==> config.mk <==
export PLATFORM = sky130hd
export DESIGN_NAME = lcd_bus_writer
export DESIGN_NICKNAME = d
export VERILOG_FILES = /design/src/rtl/lcd_bus_writer.sv
export SDC_FILE = /design/constraint.sdc
export NUM_CORES = 1
export LEC_CHECK = 0
export CAP_MARGIN = 0
export CORE_MARGIN = 4
export CORE_UTILIZATION = 42
export CTS_CLUSTER_SIZE = 16
export DETAILED_ROUTE_END_ITERATION = 16
export PLACE_DENSITY_LB_ADDON = 0.2
export SYNTH_ARGS = -nofsm -noshare
export SYNTH_HDL_FRONTEND = slang
export SYNTH_SLANG_ARGS = --single-unit
==> constraint.sdc <==
create_clock -name clk -period 1.5 [get_ports clk]
set_input_delay 0.3 -clock clk [delete_from_list [all_inputs] [get_ports clk]]
set_output_delay 0.3 -clock clk [all_outputs]
set_load 0.05 [all_outputs]
==> src/rtl/lcd_bus_writer.sv <==
// -----------------------------------------------------------------------------
// lcd_bus_writer
//
// Purpose:
//   This block sits after the LCD 9-bit command/data bus mux. It accepts one
//   word {dc, data[7:0]} per valid/ready handshake. For each word it runs one
//   8080-style parallel write cycle on the LCD pins (CS_n, DC, WR_n, D[7:0]).
//   The setup, strobe-low and hold phases each last a parameterised number of
//   clock cycles. Only one write is in flight at a time.
//
// Parameters:
//   SETUP_CYC  - cycles with CS_n low and DC/D valid before WR_n falls (>=1)
//   WR_LOW_CYC - cycles WR_n is held low (>=1)
//   HOLD_CYC   - cycles after WR_n rises with CS_n/DC/D still held (>=1)
//
// Ports:
//   clk        in   1  system clock, rising edge
//   reset_n    in   1  asynchronous assert, active-low reset
//   wr_word    in   9  [8]=dc (0 command, 1 data), [7:0]=byte
//   wr_valid   in   1  wr_word is valid
//   wr_ready   out  1  writer can accept a word (IDLE only)
//   lcd_cs_n   out  1  LCD chip select, active low
//   lcd_dc     out  1  LCD data/command select
//   lcd_wr_n   out  1  LCD write strobe, active low, data latched on rise
//   lcd_rd_n   out  1  LCD read strobe, tied high (write-only interface)
//   lcd_data   out  8  LCD data bus
//   busy       out  1  a write cycle is in progress
//   done_tick  out  1  one-cycle pulse in the first IDLE cycle after a write
//
// Timing (accept at edge E):
//   CS_n low from E+1.
//   WR_n low from E+1+SETUP_CYC for WR_LOW_CYC cycles.
//   CS_n high and done_tick at E+1+SETUP_CYC+WR_LOW_CYC+HOLD_CYC.
// -----------------------------------------------------------------------------
module lcd_bus_writer #(
    parameter int unsigned SETUP_CYC  = 2,
    parameter int unsigned WR_LOW_CYC = 3,
    parameter int unsigned HOLD_CYC   = 2
) (
    input  logic       clk,
    input  logic       reset_n,
    input  logic [8:0] wr_word,
    input  logic       wr_valid,
    output logic       wr_ready,
    output logic       lcd_cs_n,
    output logic       lcd_dc,
    output logic       lcd_wr_n,
    output logic       lcd_rd_n,
    output logic [7:0] lcd_data,
    output logic       busy,
    output logic       done_tick
);

    // The phase counter is sized for the longest phase. Each phase loads
    // (cycles-1) on entry and counts down to zero.
    localparam int unsigned MAX_AB  = (SETUP_CYC > WR_LOW_CYC) ? SETUP_CYC : WR_LOW_CYC;
    localparam int unsigned MAX_CYC = (MAX_AB > HOLD_CYC) ? MAX_AB : HOLD_CYC;
    localparam int unsigned CNT_W   = (MAX_CYC > 1) ? $clog2(MAX_CYC) : 1;

    localparam logic [CNT_W-1:0] SETUP_LOAD = CNT_W'(SETUP_CYC - 1);
    localparam logic [CNT_W-1:0] WR_LOAD    = CNT_W'(WR_LOW_CYC - 1);
    localparam logic [CNT_W-1:0] HOLD_LOAD  = CNT_W'(HOLD_CYC - 1);

    typedef enum logic [1:0] {
        ST_IDLE   = 2'd0,
        ST_SETUP  = 2'd1,
        ST_STROBE = 2'd2,
        ST_HOLD   = 2'd3
    } state_t;

    state_t           state_q, state_d;
    logic [CNT_W-1:0] cnt_q, cnt_d;
    logic             cs_n_q, cs_n_d;
    logic             wr_n_q, wr_n_d;
    logic             dc_q, dc_d;
    logic [7:0]       data_q, data_d;
    logic             done_q, done_d;
    logic             accept;

    // The writer is ready only in IDLE. That includes the done_tick cycle,
    // so back-to-back words lose only that single cycle.
    assign accept = wr_valid && (state_q == ST_IDLE);

    // -------------------------------------------------------------------------
    // Next-state, counter and next-output logic
    // -------------------------------------------------------------------------
    always_comb begin
        state_d = state_q;
        cnt_d   = cnt_q;
        dc_d    = dc_q;
        data_d  = data_q;
        done_d  = 1'b0;

        unique case (state_q)
            ST_IDLE: begin
                if (accept) begin
                    state_d = ST_SETUP;
                    cnt_d   = SETUP_LOAD;
                    // DC and data change only when a word is accepted.
                    // CS_n is still high at that point, so the LCD never
                    // sees DC move inside a selected cycle.
                    dc_d    = wr_word[8];
                    data_d  = wr_word[7:0];
                end
            end

            ST_SETUP: begin
                if (cnt_q == '0) begin
                    state_d = ST_STROBE;
                    cnt_d   = WR_LOAD;
                end else begin
                    cnt_d = cnt_q - 1'b1;
                end
            end

            ST_STROBE: begin
                if (cnt_q == '0) begin
                    state_d = ST_HOLD;
                    cnt_d   = HOLD_LOAD;
                end else begin
                    cnt_d = cnt_q - 1'b1;
                end
            end

            ST_HOLD: begin
                if (cnt_q == '0) begin
                    state_d = ST_IDLE;
                    cnt_d   = '0;
                    done_d  = 1'b1;
                end else begin
                    cnt_d = cnt_q - 1'b1;
                end
            end

            default: begin
                state_d = ST_IDLE;
                cnt_d   = '0;
            end
        endcase

        // The pin levels are decoded from the state being entered and then
        // registered. This keeps the pins glitch-free and in step with the
        // state register.
        cs_n_d = (state_d == ST_IDLE);
        wr_n_d = (state_d != ST_STROBE);
    end

    // -------------------------------------------------------------------------
    // State and output registers
    // -------------------------------------------------------------------------
    always_ff @(posedge clk or negedge reset_n) begin
        if (!reset_n) begin
            state_q <= ST_IDLE;
            cnt_q   <= '0;
            cs_n_q  <= 1'b1;
            wr_n_q  <= 1'b1;
            dc_q    <= 1'b0;
            data_q  <= 8'h00;
            done_q  <= 1'b0;
        end else begin
            state_q <= state_d;
            cnt_q   <= cnt_d;
            cs_n_q  <= cs_n_d;
            wr_n_q  <= wr_n_d;
            dc_q    <= dc_d;
            data_q  <= data_d;
            done_q  <= done_d;
        end
    end

    // -------------------------------------------------------------------------
    // Outputs
    // -------------------------------------------------------------------------
    assign wr_ready  = (state_q == ST_IDLE);
    assign busy      = (state_q != ST_IDLE);
    assign lcd_cs_n  = cs_n_q;
    assign lcd_wr_n  = wr_n_q;
    assign lcd_dc    = dc_q;
    assign lcd_data  = data_q;
    assign done_tick = done_q;
    assign lcd_rd_n  = 1'b1;

endmodule
==> summary.txt <==
Synth warnings - 0
Leftover overflow at the end of global routing - 0
Global-route wire length before repair - 2511 µm
Pre-antenna DRT Iters - 4
Via density per instance - 5.010
Post-Route Setup TNS - 0 ns
Post-synthesis sequential element count - 16
Height of the die - 49.64 µm
Outcome - finished, final reports clean
Met2 usage in global routing - 20.70%
Layout Skew - 0.001066 ns
Initial antenna violation count - 0
Lkg Pwr - 0.5280 nW
Cell chosen for the clock root - sky130_fd_sc_hd__clkbuf_4
Gate count of the mapped netlist - 54
Total clock sinks - 16
Via Count - 506
Initial DRC Count - 4
DIE AREA - 2464 µm²
Synthesized area per cell - 13.49 µm²
Clock insertion delay at the later pin of the skew report - 0.28 ns
Worst setup path category - flip-flop to output port
Hold Crit Class - input port to asynchronous set/reset pin
Maximum clock path buffer count - 2
Data required time of the worst path - 1.20 ns
Detailed-route wire length - 1462 µm
Share of the core filled with cells in the final layout - 75.40%
Cell taking the most area after synthesis - sky130_fd_sc_hd__dfrtp_1
Final net count - 101
Synth-to-layout area growth - 63.23%
Final count of pins violating max slew - 0
Final HPWL DP - 1119 µm
Crit end category - output port
H-Tree Depth - 1
Max_cap viols - 0
Post-synth cell types - 23
Filler instances - 102
TritonCTS clock tree - done
Count of endpoints failing hold in the final timing report - 0
Share of the synthesized area in the top cell type - 48.11%
Number of antenna cells inserted - 0
Highest ir drop seen on vdd - 1606 µV
Number of global-route vias before repair - 538
Power per cell area - 2707 nW/µm²
Setup crit start kind - flip-flop
Input/output buffers - 25
Post-route ant nets - 0
Fmax - 701.5 MHz
Endpoint arrival time on the critical path - 1.13 ns
Period Utilization, post-route - 95.04%
Net count after synthesis - 69
Row count - 14
Clock transition at the registers of the reported paths - 0.09 ns
GR Util met3 - 3.614%
Area of combinational cells with multiple inputs - 280.3 µm²
CORE AREA - 1577 µm²
Final count of negative-setup-slack endpoints - 0
Maximum fanout count along the critical path - 5
Min Clock Period, post-route - 1.426 ns
Maximum number of pins on one net before global-route repair - 17
Initial core utilization - 46.19%
Top Ports - 27
Register area - 405.4 µm²
Synthesized area - 728.2 µm²
Die W - 49.64 µm
Most congested layer reported by global routing - met2
Sequential element share of the synthesized area - 55.33%
Share of post-route cells with drive strength above 1 - 47.06%
GRT Util Overall - 13.60%
Largest cells by area after synthesis - sky130_fd_sc_hd__dfrtp_1 (48%), sky130_fd_sc_hd__mux2_2 (15%), sky130_fd_sc_hd__dfstp_2 (7.2%), sky130_fd_sc_hd__ha_1 (5.2%), sky130_fd_sc_hd__buf_6 (4.6%)
DRC violation count after routing - 0
Met1 routing resource usage after global routing - 17.08%
Number of buffers added by the clock tree synthesis step - 3
WL per Instance - 14.48 µm
Final RePlAce weighted congestion - 0.7325
## critical path: stages, from the launching register on
cell and delay [ns]:
sky130_fd_sc_hd__dfrtp_2 0.45, sky130_fd_sc_hd__nor2_4 0.15, sky130_fd_sc_hd__inv_1 0.09, sky130_fd_sc_hd__buf_12 0.15
## Yosys cell counts (all sizes together)
library cell   n
inv            3
dfstp          2
nand2          2
nand2b         2
dfrtp         14
conb           1
nor2b          1
and3           1
o21a           1
mux2          10
xnor2          1
and3b          1
buf            4
o31a           1
o22a           1
o21bai         1
nor3           1
nor2           1
ha             3
o31ai          1
nor3b          2
## registers in the layout, indices dropped and copies added (netlist names)
name,flops
state_q,2
lcd_cs_n,1
cnt_q,2
done_tick,1
lcd_data,8
lcd_dc,1
lcd_wr_n,1
## metrics by stage
step                worst slack, ns  area (µm²)  total power, W  hold WS [ns]  cells
floorplan                   0.08183       735.7        0.001969      0.004409     54
global placement           -0.08621        1142        0.002884        0.5573     96
detailed placement          -0.1019        1142        0.002926        0.5623     96
CTS                         0.01012        1179        0.003224        0.3269    100
global route              -0.001650        1189        0.003380        0.3138    101
finish                      0.07438        1189        0.003217        0.3265    101
## final timing paths
kind | to | from | slack, ns | cells after the start
max | busy | state_q[1] | 0.07 | 3
min | lcd_data[5] | reset_n | 0.33 | 2
max reg2reg | lcd_data[1] | state_q[1] | 0.07 | 4
min reg2reg | lcd_data[2] | lcd_data[2] | 0.58 | 1
max in group asynchronous | lcd_cs_n | reset_n | 0.93 | 2
min in group clk | lcd_data[2] | lcd_data[2] | 0.58 | 1
## cells in the final DEF (no fill, tap or decap)
master and n:
sky130_fd_sc_hd__buf_12 14, sky130_fd_sc_hd__dfrtp_1 12, sky130_fd_sc_hd__clkdlybuf4s50_1 11, sky130_fd_sc_hd__mux2_2 10, sky130_fd_sc_hd__buf_4 6, sky130_fd_sc_hd__inv_1 3, sky130_fd_sc_hd__ha_1 3, sky130_fd_sc_hd__clkbuf_4 3
sky130_fd_sc_hd__nand2_1 2, sky130_fd_sc_hd__nand2b_1 2, sky130_fd_sc_hd__dfstp_2 2, sky130_fd_sc_hd__dfrtp_2 2, sky130_fd_sc_hd__xnor2_1 1, sky130_fd_sc_hd__nor2_4 1, sky130_fd_sc_hd__o21a_1 1, sky130_fd_sc_hd__and3_1 1
sky130_fd_sc_hd__o21bai_1 1, sky130_fd_sc_hd__o22a_1 1, sky130_fd_sc_hd__nor3b_2 1, sky130_fd_sc_hd__nor3b_1 1, sky130_fd_sc_hd__nor2b_1 1, sky130_fd_sc_hd__o31a_1 1, sky130_fd_sc_hd__and3b_1 1, sky130_fd_sc_hd__nor3_1 1
sky130_fd_sc_hd__o31ai_1 1, sky130_fd_sc_hd__conb_1 1, sky130_fd_sc_hd__clkbuf_8 1
## routing by layer
layer / vias to the layer above / wire (µm)
li1: 239 / -
met1: 242 / 655
met2: 21 / 680
met3: 4 / 98
met4: 0 / 27
met5: - / 0
## area by class of cell
| type | instances | share of cell area [%] |
|---|---|---|
| inverters | 3 | 0.9474 |
| multi-input cells | 31 | 23.58 |
| well taps | 16 | 1.684 |
| clock buffers | 4 | 3.053 |
| flip-flops and latches | 16 | 34.11 |
| repair buffers | 31 | 36.63 |
## power by group
part	total [W]	internal (W)	switching, W
sequential	0.000893	0.000665	0.000228
clock	0.000283	0.000148	0.000135
combinational	0.00204	0.00105	0.000992
total	0.00322	0.00186	0.00136
## kinds of logic (layout without fill, tap and decap cells)
group,count (synthesis),in the layout,synth area share (%)
flops,16,16,55.33
simple gates,11,11,9.622
mux,10,10,15.46
buf+inv,7,38,7.216
compound gates,5,5,5.500
fa+ha+maj,3,3,5.155
other cells,1,1,0.5150
xor+xnor,1,1,1.203
## repair_timing
action | 4_1_cts | 5_1_grt
hold endpoints to repair | 0 | 0
buffers inserted | 0 | 1
resized for setup | 0 | 2
endpoints found under the setup margin | 0 | 1
hold buffers | 0 | 0
No activity file was read; power rests on OpenSTA's default activity.
